===== src/rtl/round_pkg.sv =====
// Shared definitions for the round_sat rounding/saturation stage:
// rounding-mode encodings and the pre-shift sum width helper.
package round_pkg;

  localparam logic [1:0] RND_TRUNC      = 2'd0;
  localparam logic [1:0] RND_HALF_UP    = 2'd1;
  localparam logic [1:0] RND_CONVERGENT = 2'd2;
  localparam logic [1:0] RND_HALF_AWAY  = 2'd3;

  // One guard bit above the input so the rounding bias can never wrap.
  function automatic int sum_w(input int in_w);
    return in_w + 1;
  endfunction

endpackage


===== src/rtl/round_sat_lane.sv =====
// One lane of round_sat: bias add into the stage-1 register, then
// arithmetic shift and signed clip into the output register.
module round_sat_lane
  import round_pkg::*;
#(
  parameter int IN_W  = 24,
  parameter int OUT_W = 16,
  parameter int SHIFT = 8
) (
  input  logic             mclk,
  input  logic             i_rst_n,
  input  logic             en1,
  input  logic             en2,
  input  logic [1:0]       mode,
  input  logic [IN_W-1:0]  din,
  output logic [OUT_W-1:0] dout,
  output logic             ovf
);

  localparam int SW = sum_w(IN_W);
  localparam int WW = SW + OUT_W;
  localparam logic signed [WW-1:0] QMAX =
    signed'({{(WW-OUT_W+1){1'b0}}, {(OUT_W-1){1'b1}}});
  localparam logic signed [WW-1:0] QMIN =
    signed'({{(WW-OUT_W+1){1'b1}}, {(OUT_W-1){1'b0}}});

  logic [SW-1:0]        bias;
  logic signed [SW-1:0] sum_d, sum_q;
  logic signed [WW-1:0] sx, q;
  logic [OUT_W-1:0]     dout_d;
  logic                 ovf_d;

  generate
    if (SHIFT == 0) begin : g_nobias
      logic unused_mode;
      assign unused_mode = ^mode;
      assign bias = '0;
    end else begin : g_bias
      localparam logic [SW-1:0] HALF = SW'(1) << (SHIFT-1);
      always_comb begin
        bias = '0;
        case (mode)
          RND_TRUNC:      bias = '0;
          RND_HALF_UP:    bias = HALF;
          // kept LSB set -> 100..0, clear -> 011..1: ties land on even
          RND_CONVERGENT: bias = HALF - {{(SW-1){1'b0}}, ~din[SHIFT]};
          RND_HALF_AWAY:  bias = HALF - {{(SW-1){1'b0}}, din[IN_W-1]};
          default:        bias = '0;
        endcase
      end
    end
  endgenerate

  assign sum_d = $signed({din[IN_W-1], din}) + $signed(bias);

  always_comb begin
    sx     = {{OUT_W{sum_q[SW-1]}}, sum_q};
    q      = sx >>> SHIFT;
    dout_d = q[OUT_W-1:0];
    ovf_d  = 1'b0;
    if (q > QMAX) begin
      dout_d = QMAX[OUT_W-1:0];
      ovf_d  = 1'b1;
    end else if (q < QMIN) begin
      dout_d = QMIN[OUT_W-1:0];
      ovf_d  = 1'b1;
    end
  end

  always_ff @(posedge mclk or negedge i_rst_n) begin
    if (!i_rst_n) begin
      sum_q <= '0;
      dout  <= '0;
      ovf   <= 1'b0;
    end else begin
      if (en1) sum_q <= sum_d;
      if (en2) begin
        dout <= dout_d;
        ovf  <= ovf_d;
      end
    end
  end

endmodule


===== src/rtl/round_sat.sv =====
// Multi-lane round + saturate stage with valid/ready, two-deep pipeline.
// ROUND_SAT_OVF_CNT_EN builds the saturating overflow-beat counter.
module round_sat
  import round_pkg::*;
#(
  parameter int IN_W  = 24,
  parameter int OUT_W = 16,
  parameter int SHIFT = 8,
  parameter int CH    = 2,
  parameter int CNT_W = 16
) (
  input  logic                mclk,
  input  logic                i_rst_n,
  input  logic                i_init,
  input  logic                i_vld,
  output logic                o_rdy,
  input  logic [1:0]          i_mode,
  input  logic [CH*IN_W-1:0]  i_data,
  output logic                o_vld,
  input  logic                i_rdy,
  output logic [CH*OUT_W-1:0] o_data,
  output logic [CH-1:0]       o_ovf,
  output logic [CNT_W-1:0]    o_ovf_cnt
);

  localparam int STAGES = 2;

  logic [STAGES:1] vld_pipe;
  logic            en1, en2;

  assign en2   = ~vld_pipe[2] | i_rdy;
  assign en1   = ~vld_pipe[1] | en2;
  assign o_rdy = en1 & ~i_init;
  assign o_vld = vld_pipe[2];

  // Bubbles still advance; a beat offered during init is lost with the flush.
  always_ff @(posedge mclk or negedge i_rst_n) begin
    if (!i_rst_n) begin
      vld_pipe <= '0;
    end else if (i_init) begin
      vld_pipe <= '0;
    end else begin
      if (en1) vld_pipe[1] <= i_vld;
      if (en2) vld_pipe[2] <= vld_pipe[1];
    end
  end

  generate
    for (genvar l = 0; l < CH; l++) begin : g_lane
      round_sat_lane #(
        .IN_W (IN_W),
        .OUT_W(OUT_W),
        .SHIFT(SHIFT)
      ) u_lane (
        .mclk   (mclk),
        .i_rst_n(i_rst_n),
        .en1    (en1),
        .en2    (en2),
        .mode   (i_mode),
        .din    (i_data[l*IN_W +: IN_W]),
        .dout   (o_data[l*OUT_W +: OUT_W]),
        .ovf    (o_ovf[l])
      );
    end
  endgenerate

`ifdef ROUND_SAT_OVF_CNT_EN
  logic [CNT_W-1:0] ovf_cnt;

  always_ff @(posedge mclk or negedge i_rst_n) begin
    if (!i_rst_n) begin
      ovf_cnt <= '0;
    end else if (i_init) begin
      ovf_cnt <= '0;
    end else if (o_vld && i_rdy && (|o_ovf) && !(&ovf_cnt)) begin
      ovf_cnt <= ovf_cnt + 1'b1;
    end
  end

  assign o_ovf_cnt = ovf_cnt;
`else
  assign o_ovf_cnt = '0;
`endif

endmodule


===== config.mk =====
export PLATFORM = sky130hd
export DESIGN_NAME = round_sat
export DESIGN_NICKNAME = d
export VERILOG_FILES = /design/src/rtl/round_pkg.sv /design/src/rtl/round_sat_lane.sv /design/src/rtl/round_sat.sv
export SDC_FILE = /design/constraint.sdc
export NUM_CORES = 1
export LEC_CHECK = 0
export CAP_MARGIN = 10
export CORE_UTILIZATION = 50
export CTS_BUF_LIST = sky130_fd_sc_hd__clkbuf_8
export DETAILED_ROUTE_END_ITERATION = 16
export GPL_TIMING_DRIVEN = 1
export PLACE_DENSITY = 0.85
export SLEW_MARGIN = 20
export SYNTH_ARGS = -nofsm -noshare
export SYNTH_HDL_FRONTEND = slang
export SYNTH_SLANG_ARGS = --single-unit

===== constraint.sdc =====
create_clock -name mclk -period 2.5 [get_ports mclk]
set_clock_uncertainty 0.05 [all_clocks]
set_input_delay 0.75 -clock mclk [delete_from_list [all_inputs] [get_ports mclk]]
set_output_delay 0.75 -clock mclk [all_outputs]
set_load 0.1 [all_outputs]

# After elaboration in Yosys (flattened, before gate mapping)
# Index checks and enable logic that the tools add are counted.
# classes
add_sub_neg,6
order_cmp,4
n_eq_ne,3
muxes,13
bitwise,8
reduce_logical,3
# ops
operator,n
one-hot mux 25 bit (4 select lines),2
2-to-1 mux 16 bit,4
adder 24 x 25 -> 25 bit,2
"subtractor 8 x 1 -> 9 bit, first input constant",4
"> comparator 17 x 16 -> 1 bit, second input constant",2
"< comparator 17 x 16 -> 1 bit, second input constant",2
2-to-1 mux 1 bit,6
NOT 1 bit,5
"== test 2 bit, second input constant",2
nonzero test 2 bit,2
"== test 2 x 1 -> 1 bit, second input constant",1
zero test 2 bit,1
2-to-1 mux 2 bit,1
bitwise OR 1 bit,2
AND 1 bit,1
# totals
ff_bits,86
inputBits,55
elab_cells,45

# Depth between registers and ports, before layout
# depth
depth_word,5
depth_mapped,11
ltp_nobuf,10

# Modules after synthesis
# A second synthesis with hierarchy kept.
# unflattened
hier_cells,392
hier_area_um2,4025.1
# modules_own_cells
mod,n_inst,cells_per_inst,area_per_inst_um2,seq_area_each_um2
round_sat_lane,2,183,1906.8,850.8
round_sat,1,26,211.5,50.0

# Least setup slack after synthesis
# OpenSTA, ideal clock, no wires.
# synth_path
path_kind,register to output
start,register vld_pipe[2] (netlist bit)
end,output port o_rdy
arrival_time_ps,2783
path_slack_ps,-1083
stages_incl_launch_ff,6
path_buffers,2
cell_sequence,dfrtp_1 > nor2b_1 > and2_1 > clkbuf_1 > clkbuf_1 > nor2_1
# synth_between
elab_chain_len,4
# synth_lines
item,line,rtl
from (decl),round_sat.sv:28,logic [STAGES:1] vld_pipe;
NOT 1 bit,round_sat.sv:31,assign en2 = ~vld_pipe[2] | i_rdy;
bitwise OR 1 bit,round_sat.sv:31,
bitwise OR 1 bit,round_sat.sv:32,assign en1 = ~vld_pipe[1] | en2;
AND 1 bit,round_sat.sv:33,assign o_rdy = en1 & ~i_init;
to (decl),round_sat.sv:16,"output logic o_rdy,"
# Every way passes these cells.

# Final worst setup path
# layout_path
start,input port i_data[8]
end,register g_lane[0].u_lane.sum_q[18]
# layout_between
elab_chain_len,4
# layout_lines
item,line,rtl
from (decl),round_sat.sv:18,"input logic [CH*IN_W-1:0] i_data,"
NOT 1 bit,round_sat_lane.sv:46,"RND_CONVERGENT: bias = HALF - {{(SW-1){1'b0}}, ~din[SHIFT]};"
subtractor 8 x 1 -> 9 bit,round_sat_lane.sv:46,
one-hot mux 25 bit (4 select lines),round_sat_lane.sv:42,case (mode)
adder 24 x 25 -> 25 bit *,round_sat_lane.sv:54,"assign sum_d = $signed({din[IN_W-1], din}) + $signed(bias);"
to (signal assigned),round_sat_lane.sv:76,if (en1) sum_q <= sum_d;
to (decl),round_sat_lane.sv:28,"logic signed [SW-1:0] sum_d, sum_q;"
# Every way passes the cells marked *; elsewhere a longest branch is shown, timed or not.
# A chain may end at the register's enable or synchronous reset.

==> flow_summary.json <==
{
  "outcome": "finished, violations left",
  "violations": "design-rule violations, negative setup slack",
  "maxSlewViolCount": 0,
  "rsz0062_at_grt": "true",
  "period_share_pct": 102,
  "timing.final.ws_setup_ns": -0.0535,
  "gp_congestion": 0.864,
  "power_density_nw_per_um2": 612,
  "postRouteAntennaNets": 0,
  "cp-start-kind": "primary input",
  "dieArea_sq_um": 8250,
  "setup_viol": 6,
  "first_pass_iters": 10,
  "area_growth_pct": 40.4,
  "holdWs_ns": 0.372,
  "mostFrequentLayoutCell": "nand2_1",
  "antenna_found_initial": 0,
  "synth.top_cell.area_share_pct": 44.4,
  "syn_area_sq_um": 3940,
  "r2r_start": "vld_pipe[2]$_DFFE_PN0P_",
  "cp-startpoint": "i_data[8]",
  "num_rows": 32,
  "drc_errors": 1,
  "syn_inst": 482,
  "rr_worst_depth": 6,
  "synth_edf_count": 0,
  "fp.dieW_um": 90.8,
  "grt_pass1_wl_mm": 15.5,
  "arrival_ns": 2.71,
  "portBuffers": 90,
  "path_cells": "buf_8, o21ai_4, and2_4, ha_4, a211oi_4, o21bai_2, a211oi_4, buf_12, nor4_2, xnor2_1, o21ai_0",
  "overflow": 0,
  "worstPathMaxFanout": 8,
  "crit_top_cell": "a211oi_4",
  "start_util_pct": 51.3,
  "synth-seq-cells": 70,
  "worstMarginPinSlew_ns": 0.822,
  "via_per_inst": 5.31,
  "finish.instance_area_sq_um": 5540,
  "worstSkewPairLatency_ns": 0.34,
  "grt_max_degree": 71,
  "synth_top_area_cell": "dfrtp_1",
  "vias": 3701,
  "synth-seq-area-share_pct": 44.4,
  "hold_viol": 0,
  "place.detailed.hpwl_mm": 6.55,
  "cp-end-kind": "flip-flop",
  "rr_endpoint": "g_lane[1].u_lane.sum_q[23]$_DFFE_PN0P_",
  "ff2ff_setup_slack_ns": 0.76,
  "layout_common_cells": "nand2_1, o21ai_0, buf_4",
  "drtIter0Drc": 127,
  "critPathRequiredTime_ns": 2.66,
  "yosys_most_used_dff": "dfrtp_1",
  "cts-hold-fix-buffers": 0,
  "max-vdd-ir-drop_mv": 0.296,
  "max_stage_delay_ns": 0.29,
  "synthArstFlopShare_pct": 100,
  "dpl-instance-area_sq_um": 5080,
  "die_h_um": 90.8,
  "clk_pin_slew_worst_paths_ns": 0.07,
  "slew_headroom_pct": 45.2,
  "critical-path-slowest-cell": "a211oi_4",
  "avgSynthCellArea_sq_um": 8.18,
  "numClockSinks": 70,
  "synth_area_leaders": "dfrtp_1, nand2_1, o21ai_0",
  "yosys_warnings": 0,
  "path_class": "in -> reg",
  "cts_tree": "yes",
  "wl_per_cell_um": 13.7,
  "ctsHtreeMaxLevel": 3,
  "coreArea_sq_um": 7690,
  "hold_class": "in -> async",
  "n_antenna_cell": 0,
  "ys_types": 41,
  "cts-root-buf": "clkbuf_8",
  "drv_cap": 0,
  "preCtsSetupSlack_ns": -0.804,
  "cts_buffers": 9,
  "fin_crit_ns": 2.55,
  "cts_buffer_depth": 2,
  "wl_mm": 9.57,
  "final_nets": 655,
  "grt_usage_pct": 23.6,
  "clock.fmax_ghz": 0.392,
  "layout-drive-gt1-share_pct": 22.9,
  "ios": 107,
  "leakagePower_nw": 2.32,
  "grt_pass1_vias": 3375
}
[sequential cells by signal, summed over array words and instances (netlist names)]
signal               flops
vld_pipe                 2
g_lane.u_lane.sum_q     34
g_lane.u_lane.dout      32
g_lane.u_lane.ovf        2
[routing by layer]
metal | track usage, % | vias to the layer above | routed length [um]
li1 | - | 1827 | -
met1 | 32.0 | 1699 | 4240
met2 | 36.9 | 138 | 4400
met3 | 4.29 | 37 | 567
met4 | 10.8 | 0 | 359
met5 | 0 | - | 0
[area by class of cell]
class,instances,area (sq um)
clock buffer,12,165
clock inverter,2,8.76
fill,575,2150
inverter,4,15.0
multi-input combinational,376,2270
sequential,70,1760
tap,102,128
timing repair buffer,131,1190
[critical path: cells and delay by family]
kind            cells  cell delay (ns)
compound gates      5             0.95
xor+xnor            1             0.22
fa+ha+maj           1             0.23
buf+inv             2             0.28
simple gates        2             0.27
[cells in the mapped netlist (2+ instances only)]
| cell type | n |
|---|---|
| nand2_1 | 126 |
| o21ai_0 | 88 |
| dfrtp_1 | 70 |
| nor2_1 | 26 |
| clkbuf_1 | 24 |
| xnor2_1 | 23 |
| buf_4 | 18 |
| nand3_1 | 13 |
| a21oi_1 | 8 |
| a31oi_1 | 8 |
| ha_1 | 8 |
| nor4_1 | 7 |
| nor3_1 | 6 |
| and4_1 | 5 |
| or3_1 | 5 |
| inv_1 | 4 |
| xor2_1 | 4 |
| buf_2 | 3 |
| nand4_1 | 3 |
| nor4b_1 | 3 |
| o21ai_1 | 3 |
| a41oi_1 | 2 |
| and2_1 | 2 |
| buf_1 | 2 |
| mux2_2 | 2 |
| nand4_2 | 2 |
| nor3b_1 | 2 |
| or2_2 | 2 |
[cell families after synthesis]
kind of cell | count (synthesis) | synth area share [%]
xor+xnor | 27 | 6.00
flops | 70 | 44.4
mux | 2 | 0.571
other cells | 1 | 0.0951
fa+ha+maj | 8 | 2.54
compound gates | 116 | 15.9
simple gates | 207 | 23.8
buf+inv | 51 | 6.66
[per-stage QoR]
step           TNS (ns)  total power (W)  instances  util (%)
2_1_floorplan    -0.645          0.00219        497         -
3_3_place_gp     -17.58          0.00250        679      66.1
3_5_place_dp     -20.10          0.00253        679      66.1
4_1_cts         -0.0143          0.00339        697      71.0
5_1_grt          -0.907          0.00352        697      72.0
6_report         -0.144          0.00339        697      72.0
[worst max path at each step]
stage	end	slack, ns	cells after the start
CTS	g_lane[0].u_lane.sum_q[17]$_DFFE_PN0P_	-0.01	12
global route	g_lane[0].u_lane.sum_q[18]$_DFFE_PN0P_	-0.09	11
floorplan	o_rdy	-0.07	5
detailed placement	g_lane[0].u_lane.sum_q[23]$_DFFE_PN0P_	-0.80	12
finish	g_lane[0].u_lane.sum_q[18]$_DFFE_PN0P_	-0.05	11
global placement	g_lane[0].u_lane.sum_q[23]$_DFFE_PN0P_	-0.71	12
[power by group]
group	switching (W)	total (W)	internal [W]
sequential	0.0000941	0.00134	0.00124
combinational	0.000897	0.00126	0.000359
clock	0.000375	0.000800	0.000425
total	0.00137	0.00339	0.00202
[repair_timing]
item / in CTS / in global routing
cloned: 2 / 0
pin swaps: 18 / 27
setup buffers: 2 / 1
setup endpoints to repair: 32 / 17
gates resized for setup: 42 / 21
(Power assumes the default switching activity.)
==> patch (same settings) <==
`OUT_W` is set to 16 in 2 places; all go to 32.
--- a/src/rtl/round_sat_lane.sv
+++ b/src/rtl/round_sat_lane.sv
@@ -4,7 +4,7 @@
   import round_pkg::*;
 #(
   parameter int IN_W  = 24,
-  parameter int OUT_W = 16,
+  parameter int OUT_W = 32,
   parameter int SHIFT = 8
 ) (
   input  logic             mclk,
--- a/src/rtl/round_sat.sv
+++ b/src/rtl/round_sat.sv
@@ -4,7 +4,7 @@
   import round_pkg::*;
 #(
   parameter int IN_W  = 24,
-  parameter int OUT_W = 16,
+  parameter int OUT_W = 32,
   parameter int SHIFT = 8,
   parameter int CH    = 2,
   parameter int CNT_W = 16
Interface: changed (resized o_data); port bits go from 107 to 139. No check against the original RTL was run, so the function may have changed too.
==> patch against the original RTL <==
Largest cell class unchanged. Final area is 9.4% higher. Setup slack lost 0.22 ns. Area after synthesis increased by 1.8%. Critical endpoint is now g_lane[0].u_lane.sum_q[14]$_DFFE_PN0P_. Routed wire length grew 22%. Total power up 12%. Via count down 0.16%. Sequential cell count rose by 2. The run ends with setup timing left. Final cell count fell by 1.4%.
==> patch: results (changes against the original RTL) <==
GRT met2 Usage: 50.8% (was 36.9%)
final setup vio count: 17 (was 6)
DRT met1 WL: 4.22 mm (was 4.24 mm)
Synth top cells by count: nand2_1, dfrtp_1, buf_4 (was nand2_1, o21ai_0, dfrtp_1)
vias in the first global route: 3795 (was 3375)
setup slack after layout: -0.277 ns (was -0.0535 ns)
XOR/XNOR Fraction of Synth Area: 6.55% (was 6.00%)
Met3 Wirelength: 852 µm (was 567 µm)
Lkg Pwr: 2.73 nW (was 2.32 nW)
Vias: 3695 (was 3701)
DR iter-0 viols: 289 (was 127)
Register-to-Register Setup Slack: 0.74 ns (was 0.76 ns)
Netlist cell types: 47 (was 41)
H-Tree Depth: 3 (unchanged)
largest net degree at the start of global routing: 73 (was 71)
Post-Place Cell Area: 5580 µm² (was 5080 µm²)
Synth Area in Adders: 2.49% (was 2.54%)
Worst Setup EP: g_lane[0].u_lane.sum_q[14]$_DFFE_PN0P_ (was g_lane[0].u_lane.sum_q[18]$_DFFE_PN0P_)
met2 WL post-DR: 6.12 mm (was 4.40 mm)
Synth Area in Compound Gates: 7.11% (was 15.9%)
CTS Buf Count: 9 (unchanged)
GRT Util Overall: 28.8% (was 23.6%)
outcome: finished with violations (unchanged)
Critical R2R Capture: g_lane[1].u_lane.sum_q[22]$_DFFE_PN0P_ (was g_lane[1].u_lane.sum_q[23]$_DFFE_PN0P_)
biggest regs: g_lane.u_lane.dout x36, g_lane.u_lane.sum_q x34, vld_pipe x2 (was g_lane.u_lane.sum_q x34, g_lane.u_lane.dout x32)
global-route wire length before repair: 18.4 mm (was 15.5 mm)
Seq/Total Area, Yosys: 44.9% (was 44.4%)
Pre-antenna DRT Iters: 4 (was 10)
GR Util met3: 7.29% (was 4.29%)
critical path arrival: 2.93 ns (was 2.71 ns)
# nets final: 645 (was 655)
Hold Worst Slack: 0.373 ns (was 0.372 ns)
post-synthesis mux area share: 0.499% (was 0.571%)
largest cells by area after synthesis: dfrtp_1, nand2_1, buf_4, xnor2_1, ha_1 (was dfrtp_1, nand2_1, o21ai_0, xnor2_1, buf_4)
detailed placer's ending HPWL: 7.23 mm (was 6.55 mm)
Routability Congestion: 0.904 (was 0.864)
met1 Usage GRT: 31.6% (was 32.0%)
PortBufs: 120 (was 90)
Yosys reg bits: 72 (was 70)
worst slew pin tran: 0.540 ns (was 0.822 ns)
WL per Instance: 17.0 µm (was 13.7 µm)
Sw Pwr: 1.65 mW (was 1.37 mW)
Worst VDD drop: 0.000313 V (was 0.000296 V)
layout cells sized above 1: 30.6% (was 22.9%)
violated checks: setup timing (was DRC, setup timing)
-- patch: cell types whose count changed in the layout (fill, tap and decap cells not counted), sizes merged, moves of 3 or more --
cell	delta
a31oi	-6
buf	+34
nand2	+23
nand3	-6
nor2	-6
nor3	+3
nor4	+5
o21ai	-63
or3	-4
xnor2	+6
xor2	-3
-- patch: final cells by class --
class | count | area, µm²
multi-input combinational | 327 | 2080
timing repair buffer | 167 | 1860
sequential | 72 | 1800
fill | 453 | 1670
clock buffer | 11 | 151
tap | 102 | 128
inverter | 5 | 18.8
clock inverter | 3 | 12.5
-- patch: stage by stage --
stage | instances | power [mW] | TNS [ns] | setup WS, ns
3_3_place_gp | 663 | 2.90 | -18.98 | -0.753
2_1_floorplan | 469 | 2.47 | -4.67 | -0.328
6_report | 687 | 3.80 | -3.24 | -0.277
3_5_place_dp | 663 | 2.93 | -23.08 | -0.980
4_1_cts | 688 | 3.79 | -2.06 | -0.178
5_1_grt | 687 | 3.93 | -4.34 | -0.323
-- patch: repair_timing --
item,CTS,global route
buffers inserted,9,1
endpoints found under the setup margin,33,30
cloned,2,0
pin swaps,21,28
gates resized for setup,43,17
-- patch: power groups by stage --
stage / registers (mW) / clock network [mW] / logic, mW
floorplan: 1.76 / 0 / 0.714
global placement: 1.34 / 0 / 1.56
detailed placement: 1.34 / 0 / 1.59
CTS: 1.32 / 0.793 / 1.67
global route: 1.33 / 0.856 / 1.74
finish: 1.32 / 0.791 / 1.68
-- patch: kinds of logic (layout without fill, tap and decap cells) --
kind of cell / count (synthesis) / in the layout
AND/OR/NAND/NOR: 222 / 222
adder cells (fa/ha/maj): 8 / 8
other: 1 / 18
flip-flops: 72 / 72
multiplexers: 2 / 2
buffers and inverters: 70 / 186
XOR/XNOR: 30 / 30
AO/OA/AOI/OAI: 47 / 47
